$ cat config.mk
export PLATFORM = sky130hd
export DESIGN_NAME = serial_adder
export DESIGN_NICKNAME = d
export VERILOG_FILES = /design/src/rtl/serial_adder.sv
export SDC_FILE = /design/constraint.sdc
export NUM_CORES = 1
export LEC_CHECK = 0
export CELL_PAD_IN_SITES_DETAIL_PLACEMENT = 2
export CELL_PAD_IN_SITES_GLOBAL_PLACEMENT = 2
export CORE_MARGIN = 2
export CORE_UTILIZATION = 28
export CTS_CLUSTER_DIAMETER = 80
export DETAILED_ROUTE_END_ITERATION = 8
export GPL_ROUTABILITY_DRIVEN = 0
export PLACE_DENSITY_LB_ADDON = 0.1
export SLEW_MARGIN = 15
export SYNTH_ARGS = -nofsm -noshare
export SYNTH_HDL_FRONTEND = slang
export SYNTH_SLANG_ARGS = --single-unit
export TNS_END_PERCENT = 10
$ cat constraint.sdc
create_clock -name clk -period 1.74 [get_ports clk]
set_clock_uncertainty 0.1 [all_clocks]
set_input_delay 0.174 -clock clk [delete_from_list [all_inputs] [get_ports clk]]
set_output_delay 0.174 -clock clk [all_outputs]
set_load 0.01 [all_outputs]
$ cat src/rtl/serial_adder.sv
// Bit-serial WIDTH-bit adder: one full-adder cell with a registered carry, operands
// shifted LSB first, result and carry-out published together with a one-cycle done pulse.
module serial_adder #(
    parameter int WIDTH = 8
) (
    input  logic             clk,
    input  logic             rst_n,
    input  logic             start,
    input  logic [WIDTH-1:0] a,
    input  logic [WIDTH-1:0] b,
    input  logic             cin,
    output logic             busy,
    output logic             done,
    output logic [WIDTH-1:0] sum,
    output logic             cout
);

    localparam int CNT_W = $clog2(WIDTH);
    localparam logic [CNT_W-1:0] LAST = CNT_W'(WIDTH - 1);

    localparam logic [1:0] IDLE = 2'd0;
    localparam logic [1:0] RUN  = 2'd1;
    localparam logic [1:0] DONE = 2'd2;

    logic [1:0]       state;
    logic [WIDTH-1:0] a_sr;
    logic [WIDTH-1:0] b_sr;
    logic [WIDTH-1:0] s_sr;
    logic             c_reg;
    logic [CNT_W-1:0] cnt;

    logic s;
    logic co;

    assign s  = a_sr[0] ^ b_sr[0] ^ c_reg;
    assign co = (a_sr[0] & b_sr[0]) | (a_sr[0] & c_reg) | (b_sr[0] & c_reg);

    assign busy = (state == RUN);
    assign done = (state == DONE);

    always_ff @(posedge clk or negedge rst_n) begin
        if (!rst_n) begin
            state <= IDLE;
            a_sr  <= '0;
            b_sr  <= '0;
            s_sr  <= '0;
            c_reg <= 1'b0;
            cnt   <= '0;
            sum   <= '0;
            cout  <= 1'b0;
        end else begin
            case (state)
                IDLE, DONE: begin
                    // DONE accepts a new request directly so back-to-back adds lose no cycle
                    if (start) begin
                        a_sr  <= a;
                        b_sr  <= b;
                        c_reg <= cin;
                        cnt   <= '0;
                        state <= RUN;
                    end else begin
                        state <= IDLE;
                    end
                end
                RUN: begin
                    a_sr  <= {1'b0, a_sr[WIDTH-1:1]};
                    b_sr  <= {1'b0, b_sr[WIDTH-1:1]};
                    s_sr  <= {s, s_sr[WIDTH-1:1]};
                    c_reg <= co;
                    cnt   <= cnt + 1'b1;
                    // outputs only move here, so partial sums never leak out
                    if (cnt == LAST) begin
                        sum   <= {s, s_sr[WIDTH-1:1]};
                        cout  <= co;
                        state <= DONE;
                    end
                end
                default: state <= IDLE;
            endcase
        end
    end

endmodule

==> flow_summary.yaml <==
final_layout:
  drive_gt1_share_pct: 15.15
  reg.largest.list: "a_sr x8, b_sr x8, sum x8"
  syn_to_final_growth_pct: 29.13
  layout_commonest_cell: "dfrtp_1"
  nets: 220
  final_cell_mix: "37 x dfrtp_1, 27 x clkdlybuf4s50_1, 24 x nand2_1, 17 x mux2i_1"
  final_core_util_pct: 37.30
  num_antenna_cells: 0
  layout.cells.non_filler: 275
  final_area_um2: 2369
clocking:
  cts_root_buf: "clkbuf_8"
  clkSinkCount: 38
  cts_made_buffers: 5
  htree_num_levels: 2
  clkLatencyLatePin_ns: 0.30
  clkTransAtPathRegs_ns: 0.08
  cts_tree: "yes"
  cts_buffer_depth: 2
sta:
  slew_headroom_pct: 66.01
  worst_pin_slew_ns: 0.5099
  fin_crit_ns: 1.556
  layout_setup_ws_ns: 0.1845
  finalSetupViolations: 0
  hold_viol: 0
  report.final.slew_viol_count: 0
  rsz0062_at_grt: "false"
  tns_ns: 0
  fin_crit_sh_pct: 89.40
  fmaxAchievable_mhz: 642.9
worst_setup_path:
  worstPathArrival_ns: 1.64
  crit_top_cell: "ha_1"
  worstSetupEndpointType: "flip-flop"
  max_stage_delay_ns: 0.41
  crit_type: "reg2reg"
  start_kind: "flip-flop"
  path_max_fanout: 10
  critPathSlowestCell: "dfrtp_1"
  cp_data_required_time_ns: 1.82
  crit_chain: "ha_1, ha_1, nand2_8, mux2_4"
pwr:
  p_leak_nw: 1.038
  ir_worst_vdd_uv: 584.6
  power.density_nw_per_um2: 1679
grt:
  grt_max_degree: 39
  grt_pass1_wl_mm: 7.314
  grt_use_total_pct: 13.03
  grt_pass1_vias: 1493
  antenna_found_initial: 0
  use_met1_pct: 16.04
  met2_usage_pct: 21.40
  busiest_layer: "met2"
  use_met3_pct: 4.280
  grt-ovfl-total: 0
synthesis:
  synth_seq_area_share_pct: 51.84
  avgSynthCellArea_um2: 11.32
  syn-num-nets: 185
  ys_warn_count: 0
  synth_cell_type_count: 25
  synth_cells: 162
  synth_area_um2: 1834
  synth-seq-cells: 38
drt:
  detail-route-antenna-nets: 0
  drc: 0
  firstDrtPassIters: 4
  drt-vias-per-instance: 4.731
  drt_wl_total_mm: 4.250
  drt_iter0_drc: 20
  wl_per_cell_um: 15.45
  vias: 1301
placement:
  placedCellCount: 265
  placed_area_um2: 2232
  dp_slack_ns: 0.1450
  hpwlAfterDp_mm: 2.890
  port_buffers: 30
status:
  status: "finished, final reports clean"
floorplanning:
  core_area_um2: 6350
  die_x_um: 84.94
  die_h_um: 84.94
  dieArea_um2: 7214
  io_pins: 31
  start_util_pct: 28.89
  rows: 29
worst_hold_path:
  worstHoldPathType: "in2async"
run:
  max_cap_viol_count: 0
[through the flow]
stage	hold WS (ns)	total power, W
detailed placement	0.1779	0.003254
CTS	0.3714	0.004060
global placement	0.1656	0.003146
global route	0.3946	0.004314
floorplan	-0.2216	0.002635
finish	0.3566	0.003977
[kinds of logic (layout without fill, tap and decap cells)]
family                   Yosys count  in the layout  synth area share [%]
AND/OR/NAND/NOR                   46             46                 13.37
flip-flops                        38             38                 51.84
AO/OA/AOI/OAI                     35             35                 11.66
multiplexers                      26             26                 16.64
buffers and inverters             14             50                 4.024
adder cells (fa/ha/maj)            3              3                 2.455
[critical path, delay by kind of cell, from the launching register on]
family	cells	cell delay, ns
adder cells (fa/ha/maj)	2	0.47
AND/OR/NAND/NOR	1	0.16
flip-flops	1	0.41
multiplexers	1	0.31
[layout make-up]
class                      count  area [um2]
clock inverter                 3       45.04
timing repair buffer          38       371.6
clock buffer                   5       68.82
tap                           77       96.34
inverter                       4       22.52
sequential                    38       952.2
multi-input combinational    110       812.0
fill                         666        3981
[layer usage]
metal / routed length, um / vias up
met5: 0 / -
met4: 69 / 0
met3: 172 / 6
met2: 2090 / 21
met1: 1918 / 642
li1: - / 632
[path summary, 6_finish.rpt]
| check | start | end | slack (ns) | cells past startpoint |
|---|---|---|---|---|
| max reg2reg | cnt[0]$_DFFE_PN0P_ | sum[0]$_DFFE_PN0P_ | 0.18 | 4 |
| min reg2reg | b_sr[3]$_DFFE_PN0P_ | b_sr[2]$_DFFE_PN0P_ | 0.41 | 2 |
| max | cnt[0]$_DFFE_PN0P_ | sum[0]$_DFFE_PN0P_ | 0.18 | 4 |
| min | rst_n | sum[4]$_DFFE_PN0P_ | 0.36 | 3 |
| max in group asynchronous | rst_n | state[0]$_DFFE_PN0P_ | 0.80 | 3 |
| min in group clk | b_sr[3]$_DFFE_PN0P_ | b_sr[2]$_DFFE_PN0P_ | 0.41 | 2 |
[where the power goes]
| group | internal [W] | switching [W] | total [W] |
|---|---|---|---|
| registers | 0.00130 | 0.000302 | 0.00160 |
| clock network | 0.000427 | 0.000343 | 0.000769 |
| logic | 0.000832 | 0.000772 | 0.00160 |
[timing repair]
item / CTS / global route
resized for setup: 3 / 1
hold buffers: 1 / 0
hold endpoints to repair: 38 / 0
setup endpoints to repair: 2 / 1
gates cloned: 0 / 0
setup buffers: 0 / 1
[synthesized netlist by cell type (all sizes together)]
| cell type | number | share of area (%) |
|---|---|---|
| dfrtp | 38 | 52 |
| o21ai | 6 | 1.6 |
| a21oi | 13 | 3.5 |
| inv | 4 | 1.2 |
| ha | 2 | 1.4 |
| a31oi | 1 | 0.34 |
| a211oi | 13 | 5.3 |
| fa | 1 | 1.1 |
| mux2i | 17 | 9.3 |
| buf | 7 | 2.2 |
| mux2 | 9 | 7.4 |
| nand3 | 4 | 1.1 |
| a32oi | 1 | 0.48 |
| nor2 | 1 | 0.20 |
| clkbuf | 3 | 0.61 |
| nor2b | 11 | 3.8 |
| o22ai | 1 | 0.34 |
| nand2b | 2 | 1.1 |
| and2b | 3 | 1.2 |
| nand2 | 25 | 6.0 |
Note: power is estimated with default switching activity, not from simulation.
